[config.mk]
export PLATFORM = sky130hd
export DESIGN_NAME = btn_event_decoder
export DESIGN_NICKNAME = d
export VERILOG_FILES = /design/src/rtl/btn_pkg.sv /design/src/rtl/btn_edge_det.sv /design/src/rtl/btn_event_decoder.sv
export SDC_FILE = /design/constraint.sdc
export NUM_CORES = 1
export LEC_CHECK = 0
export ABC_CLOCK_PERIOD_IN_PS = 4200
export CAP_MARGIN = 10
export CELL_PAD_IN_SITES_DETAIL_PLACEMENT = 1
export CELL_PAD_IN_SITES_GLOBAL_PLACEMENT = 1
export CORE_MARGIN = 2
export CORE_UTILIZATION = 50
export DETAILED_ROUTE_END_ITERATION = 6
export HOLD_SLACK_MARGIN = 0.03
export PLACE_DENSITY_LB_ADDON = 0.1
export SYNTH_ARGS = -nofsm -noshare
export SYNTH_HDL_FRONTEND = slang
export SYNTH_SLANG_ARGS = --single-unit
[constraint.sdc]
create_clock -name clk -period 4.2 [get_ports clk]
set_input_delay 0.84 -clock clk [delete_from_list [all_inputs] [get_ports clk]]
set_output_delay 0.84 -clock clk [all_outputs]
set_load 0.02 [all_outputs]
[src/rtl/btn_pkg.sv]
// Shared push-button timing constants and the event-decoder state encoding.
// Debouncer and decoder both pull their cycle counts from here.
package btn_pkg;

    typedef enum logic [1:0] {
        ST_IDLE  = 2'd0,
        ST_SHORT = 2'd1,
        ST_HELD  = 2'd2
    } btn_state_t;

    localparam int CLK_HZ              = 50_000_000;
    localparam int DEBOUNCE_SETTLE_CNT = 1_000_000;   // 20 ms
    localparam int LONG_CNT_DEFAULT    = 25_000_000;  // 0.5 s
    localparam int REPEAT_CNT_DEFAULT  = 5_000_000;   // 0.1 s
    localparam int CNT_W_DEFAULT       = 25;

    // True when a counter of width w can hold the terminal value cnt-1.
    function automatic bit cnt_fits(input int cnt, input int w);
        return (w >= 31) || ((cnt - 1) < (1 << w));
    endfunction

endpackage

[src/rtl/btn_edge_det.sv]
// One-cycle delay of the debounced button level with falling/rising edge strobes.
// The delay register resets high so a button held through reset still yields a fall.
module btn_edge_det (
    input  logic clk,
    input  logic rst,
    input  logic din,
    output logic fall,
    output logic rise
);

    logic din_d;

    always_ff @(posedge clk or posedge rst) begin
        if (rst) begin
            din_d <= 1'b1;
        end else begin
            din_d <= din;
        end
    end

    assign fall = din_d & ~din;
    assign rise = ~din_d & din;

endmodule

[src/rtl/btn_event_decoder.sv]
// Turns the debounced active-low button level into registered single-cycle events:
// press, release, short click, long press and auto-repeat while held.
module btn_event_decoder
    import btn_pkg::*;
#(
    parameter int LONG_CNT   = LONG_CNT_DEFAULT,
    parameter int REPEAT_CNT = REPEAT_CNT_DEFAULT,
    parameter bit REPEAT_EN  = 1'b1,
    parameter int CNT_W      = CNT_W_DEFAULT
) (
    input  logic       clk,
    input  logic       rst,
    input  logic       bot_in,
    output logic       press,
    output logic       release_pulse,  // "release" is a reserved word
    output logic       short_click,
    output logic       long_press,
    output logic       repeat_pulse,
    output logic       held,
    output btn_state_t dbg_state
);

    if (LONG_CNT < 2 || REPEAT_CNT < 2) begin : g_bad_cnt
        $error("btn_event_decoder: LONG_CNT and REPEAT_CNT must be >= 2");
    end
    if (!cnt_fits(LONG_CNT, CNT_W) || !cnt_fits(REPEAT_CNT, CNT_W)) begin : g_bad_width
        $error("btn_event_decoder: CNT_W too narrow for LONG_CNT/REPEAT_CNT");
    end

    localparam logic [CNT_W-1:0] LONG_TERM   = CNT_W'(LONG_CNT - 1);
    localparam logic [CNT_W-1:0] REPEAT_TERM = CNT_W'(REPEAT_CNT - 1);

    btn_state_t       state_q, state_d;
    logic [CNT_W-1:0] cnt_q, cnt_d;
    logic             fall, rise;
    logic             press_d, release_d, short_d, long_d, repeat_d;

    btn_edge_det u_edge (
        .clk  (clk),
        .rst  (rst),
        .din  (bot_in),
        .fall (fall),
        .rise (rise)
    );

    // Once out of IDLE the delayed level is always low, so rise == (bot_in == 1).
    always_comb begin
        state_d   = state_q;
        cnt_d     = cnt_q;
        press_d   = 1'b0;
        release_d = 1'b0;
        short_d   = 1'b0;
        long_d    = 1'b0;
        repeat_d  = 1'b0;
        case (state_q)
            ST_IDLE: begin
                if (fall) begin
                    state_d = ST_SHORT;
                    cnt_d   = '0;
                    press_d = 1'b1;
                end
            end
            ST_SHORT: begin
                if (rise) begin
                    state_d   = ST_IDLE;
                    release_d = 1'b1;
                    short_d   = 1'b1;
                end else if (cnt_q == LONG_TERM) begin
                    state_d = ST_HELD;
                    cnt_d   = '0;
                    long_d  = 1'b1;
                end else begin
                    cnt_d = cnt_q + 1'b1;
                end
            end
            ST_HELD: begin
                if (rise) begin
                    state_d   = ST_IDLE;
                    release_d = 1'b1;
                end else if (cnt_q == REPEAT_TERM) begin
                    cnt_d    = '0;
                    repeat_d = REPEAT_EN;
                end else begin
                    cnt_d = cnt_q + 1'b1;
                end
            end
            default: begin
                state_d = ST_IDLE;
                cnt_d   = '0;
            end
        endcase
    end

    always_ff @(posedge clk or posedge rst) begin
        if (rst) begin
            state_q       <= ST_IDLE;
            cnt_q         <= '0;
            press         <= 1'b0;
            release_pulse <= 1'b0;
            short_click   <= 1'b0;
            long_press    <= 1'b0;
            repeat_pulse  <= 1'b0;
        end else begin
            state_q       <= state_d;
            cnt_q         <= cnt_d;
            press         <= press_d;
            release_pulse <= release_d;
            short_click   <= short_d;
            long_press    <= long_d;
            repeat_pulse  <= repeat_d;
        end
    end

    assign held      = (state_q != ST_IDLE);
    assign dbg_state = state_q;

endmodule

# ---- Word level (Yosys, flattened, before mapping)
# Index checks and enable logic that the tools add are counted.
dict set report word_totals {
  inputBits 3
  ff_bits 33
  elab_cells 49
  output_inout_bits 8
}
dict set report classes {
  reduce_logical 5
  bitwise 4
  eq_ne 9
  muxes 22
  add_sub_neg 1
}
# operator count
set ops {}
lappend ops {{25-bit 2-to-1 mux} 5}
lappend ops {{25-bit one-hot mux with 3 select lines} 1}
lappend ops {{25-bit by 1-bit adder with 25-bit output, second input constant} 1}
lappend ops {{25-bit by 23-bit equality test with 1-bit output, second input constant} 1}
lappend ops {{25-bit equality test, second input constant} 1}
lappend ops {{1-bit 2-to-1 mux} 11}
lappend ops {{2-bit 2-to-1 mux} 4}
lappend ops {{2-bit != test, second input constant} 4}
lappend ops {{2-bit one-hot mux with 3 select lines} 1}
lappend ops {{3-bit AND reduction} 2}
lappend ops {{3-bit != test, second input constant} 1}
lappend ops {{1-bit bitwise AND} 2}
lappend ops {{2-bit by 1-bit equality test with 1-bit output, second input constant} 1}
lappend ops {{2-bit equality test, second input constant} 1}
lappend ops {{2-bit zero test} 1}
lappend ops {{1-bit inverter} 2}
lappend ops {{2-bit nonzero test} 1}
lappend ops {{2-bit OR reduction} 1}

# ---- Longest topological paths before layout
dict set report depth {
  word_depth 4
  ltp_mapped 8
  mapped_depth_nobuf 7
}

# ---- Hierarchy
# From an unflattened synthesis, not the netlist that was laid out.
dict set report unflattened {
  cells_unflattened 199
  area_unflattened_um2 1893.1
}
# module seq_area_each_um2 cells_per_inst instances area_per_inst_um2
set modules_own_cells {}
lappend modules_own_cells {btn_event_decoder 800.8 195 1 1848.0}
lappend modules_own_cells {btn_edge_det 26.3 4 1 45.0}

# ---- Least setup slack after synthesis
# No wires, ideal clock.
dict set report synth_path {
  kind {input-to-reg}
  from {in bot_in}
  to {reg cnt_q[10]}
  path_slack_ns 2.010
  path_buffers 2
  required_ns 4.099
  t_arrival_ns 2.089
  setup_time_ns 0.101
  path_stages 7
  path_cell_list {nand2b_1 -> clkbuf_1 -> nor2_1 -> a21oi_1 -> o21ai_4 -> buf_6 -> o311ai_2}
}
dict set report synth_via {
  elab_chain_cells 4
  elab_cells_between_ends 7
  classes_between {eq/ne: 3; bitwise: 3; reduce/logical: 1}
}
# item line_no
set synth_lines {}
lappend synth_lines {{start: declaration} btn_event_decoder.sv:13} ;# input logic bot_in,
lappend synth_lines {{1-bit inverter} btn_edge_det.sv:21} ;# assign fall = din_d & ~din;
lappend synth_lines {{1-bit bitwise AND} btn_edge_det.sv:21}
lappend synth_lines {{2-bit != test (no line)} -}
lappend synth_lines {{3-bit AND reduction (no line) (*)} -}
lappend synth_lines {{end signal: assignment} btn_event_decoder.sv:105} ;# cnt_q <= cnt_d;
lappend synth_lines {{end: declaration} btn_event_decoder.sv:34} ;# logic [CNT_W-1:0] cnt_q, cnt_d;
# Every way passes the cells marked *; elsewhere a longest branch is shown, timed or not.
# A chain may end at the register's enable or synchronous reset.

# ---- Worst setup path in the final report
dict set report layout_path {
  from {reg cnt_q[0]}
  to {reg cnt_q[19]}
}
dict set report layout_via {
  elab_chain_cells 4
  elab_cells_between_ends 8
  classes_between {add/sub: 1; eq/ne: 2; mux: 5}
}
# item line_no
set layout_lines {}
lappend layout_lines {{25-bit by 1-bit adder with 25-bit output (tied with other cells)} {btn_event_decoder.sv:73, btn_event_decoder.sv:84}}
lappend layout_lines {{25-bit 2-to-1 mux, on equally long branches} {btn_event_decoder.sv:80, btn_event_decoder.sv:68}}
lappend layout_lines {{25-bit 2-to-1 mux, on equally long branches} {btn_event_decoder.sv:77, btn_event_decoder.sv:64}}
lappend layout_lines {{25-bit one-hot mux with 3 select lines (*)} btn_event_decoder.sv:55} ;# case (state_q)
# Every way passes the cells marked *; elsewhere a longest branch is shown, timed or not. The select of a mux whose other input is x is not followed.

==> results by group <==
Outcome
  – Outcome: finished, final reports clean

Timing
  – Final setup violation count: 0
  – Final slew viol count: 0
  – RSZ-0062 raised after global routing: false
  – Minimum clock period: 2811 ps
  – Worst-Margin Slew: roughly 950 ps
  – Peak Freq: about 360 MHz
  – Tcrit/Tclk final: 0.6692
  – Hold slack: roughly 560 ps
  – Final Hold Fails: 0
  – Fin Setup TNS: 0 ps
  – Final setup margin: about 1400 ps
  – Post-route clock skew: 7.473 ps
  – Relative slew slack: 0.3666

Power
  – Power Total: 0.9642 mW
  – Pwr dens: approximately 410 nW/um^2
  – Pleak: 0.8737 nW
  – Max VDD drop: roughly 0.23 mV

Global routing
  – Initial antenna violation count: 0
  – Grt ovf: 0
  – Largest net degree at the start of global routing: 28
  – Vias in the first global route: 1924
  – Global-route wire length before repair: between 10000 and 15000 um
  – Tot GR Track Use: 0.2933

Worst setup path
  – WS Path Type: reg2reg
  – CP Data Arrival Time: approximately 3000 ps
  – Worst R2R Start: cnt_q[0]$_DFFE_PP0P_
  – CP endpoint: cnt_q[19]$_DFFE_PP0P_
  – CP startpoint: cnt_q[0]$_DFFE_PP0P_
  – Worst Reg-to-Reg Cells: 6
  – Worst setup EP type: flop
  – Worst r2r dst: cnt_q[19]$_DFFE_PP0P_
  – CP Launch Type: flop
  – Reg2Reg Setup Slack: ~1400 ps
  – Peak fanout along the critical path: 27
  – CP Data Required Time: 4380 ps

Place
  – IO buf count: 10
  – Placed cells: about 280
  – Gp weighted congestion: approximately 0.87
  – Place WS: 1222 ps
  – DP Area: between 2000 and 2500 um^2
  – DP Wirelength: 4095 um

Floorplan
  – Initial Util: 0.5196
  – Core Area: 4029 um^2
  – Die height: 68.71 um
  – IO Count: 11
  – Cell Rows: 23
  – Total Die Area: 4720 um^2
  – Die X: roughly 69 um

Yosys
  – Netlist cell types: 46
  – YS warnings: 0
  – Ranking of synthesized cells by area: dfrtp_1 38%, nand2_1 7.0%, o211ai_1 6.1%
  – Syn_area_per_cell: just over 9 um^2
  – Post-synth EDFFs: 0
  – #FFs+latches synth: 33
  – Area leader, netlist: dfrtp_1
  – Synthesized instance count: 228
  – Mapped Nets: between 200 and 250
  – Sequential-to-total area share from yosys stat: 0.3951
  – Post-Syn Area: 2093 um^2
  – Ys async rst share: 1.000
  – Ys flop type: dfrtp_1
  – Share of the synthesized area in the top cell type: 0.3825

Clock tree
  – Clock-pin transition on the worst setup and hold timing paths: approximately 70 ps
  – Clk Latency, worst-skew pair: 290 ps
  – Post-CTS Hold Buffers: 0
  – Clock Tree Buf Depth: 2
  – Resized Gates After CTS: 0
  – Clk sink count: 33
  – CTS root buffer: clkbuf_8
  – TritonCTS clock tree: yes
  – Post CTS Setup Buffer Count: 0
  – CTS Buf Count: 5
  – Clock H-tree levels: 2

Finish
  – Antenna diodes: 0
  – Fill count: 480
  – Most common library cell in the layout ignoring fill and taps: nand2_1
  – Most frequent cells in the layout: 39 x nand2_1, 32 x dfrtp_1, 17 x o211ai_1, 14 x nor2_1, 12 x nand3_1
  – Fin cells: around 290
  – Share of layout cells above drive strength 1: 0.1224
  – Finished Cell Area: roughly 2300 um^2
  – # nets final: approximately 240
  – Synthesis-to-layout area growth: 11.06%
  – Final Util: 0.5770

Route
  – Uppermost layer routed: met4
  – Avg WL per Cell: 21.26 um
  – Met2 wire len: 3041 um
  – WL met3: ~290 um
  – Detail Route Antenna Nets: 0
  – Total Routed Length: ~6100 um
  – Met1 Wirelength: approximately 2600 um
  – Vias: roughly 2000
  – First-pass iteration count of the detailed router: 4
  – DR vias/cell: 6.833
  – # DRC: 0
  – Drt initial violations: 291

Flow run
  – Max-cap viol count: 0

Min path
  – Hold WC Path Type: reg2reg
-- per-layer routing --
metal	GRT usage	up-vias
met5	0	-
li1	-	885
met3	0.05195	17
met4	0.1078	0
met2	0.4724	57
met1	0.3937	1002
-- worst max-delay path, stage by stage (launching register included) --
cell and delay [ps]:
dfrtp_1 430, ha_1 270, nand3_2 170, and4bb_4 290, a41oi_4 800, o21ai_4 320
o311ai_1 400
-- sequential cells by signal (all words and copies together), names as in the netlist --
register and cells:
cnt_q 25, dbg_state 2, long_press 1, press 1
release_pulse 1, repeat_pulse 1, short_click 1, u_edge.din_d 1
-- where the power goes --
part	internal, mW	total [mW]	switching, mW
Combinational	0.0929	0.329	0.236
Sequential	0.340	0.365	0.0258
Clock	0.148	0.270	0.122
-- final cells by class --
class,count,area [um^2],area share
tap,50,62.56,0.02691
inverter,11,41.29,0.01776
clock buffer,7,96.34,0.04144
sequential,33,827.0,0.3558
clock inverter,1,5.005,0.002153
multi-input combinational,172,1170,0.5032
timing repair buffer,13,122.6,0.05275
-- how the worst min path moves through the flow --
stage | slack, ps | from | depth (start not counted) | to
after CTS | 560 | cnt_q[0]$_DFFE_PP0P_ | 1 | cnt_q[0]$_DFFE_PP0P_
after floorplan | 500 | cnt_q[0]$_DFFE_PP0P_ | 1 | cnt_q[0]$_DFFE_PP0P_
after detailed placement | 550 | cnt_q[0]$_DFFE_PP0P_ | 1 | cnt_q[0]$_DFFE_PP0P_
final | 560 | cnt_q[0]$_DFFE_PP0P_ | 1 | cnt_q[0]$_DFFE_PP0P_
after global routing | 590 | cnt_q[0]$_DFFE_PP0P_ | 1 | cnt_q[0]$_DFFE_PP0P_
after global placement | 550 | cnt_q[0]$_DFFE_PP0P_ | 1 | cnt_q[0]$_DFFE_PP0P_
-- cell families after synthesis --
family          synth area share
fa+ha+maj                0.02391
simple gates              0.2738
buf+inv                  0.04901
compound gates            0.2487
mux                     0.009564
flops                     0.3951
-- Yosys cell counts (3+ instances only) --
cell,number
or2_2,3
nand3_1,12
and3_1,3
clkbuf_1,4
buf_2,6
dfrtp_1,32
o221ai_1,4
and2_1,3
o311ai_2,4
and4_1,3
a21oi_1,4
o21ai_1,5
nor2_1,14
o21ai_0,5
o211ai_1,17
nand2_1,39
ha_1,4
nor3_1,4
nand4_1,9
o311ai_1,9
o2111ai_1,3
inv_1,11
Note: power is estimated with default switching activity, not from simulation.
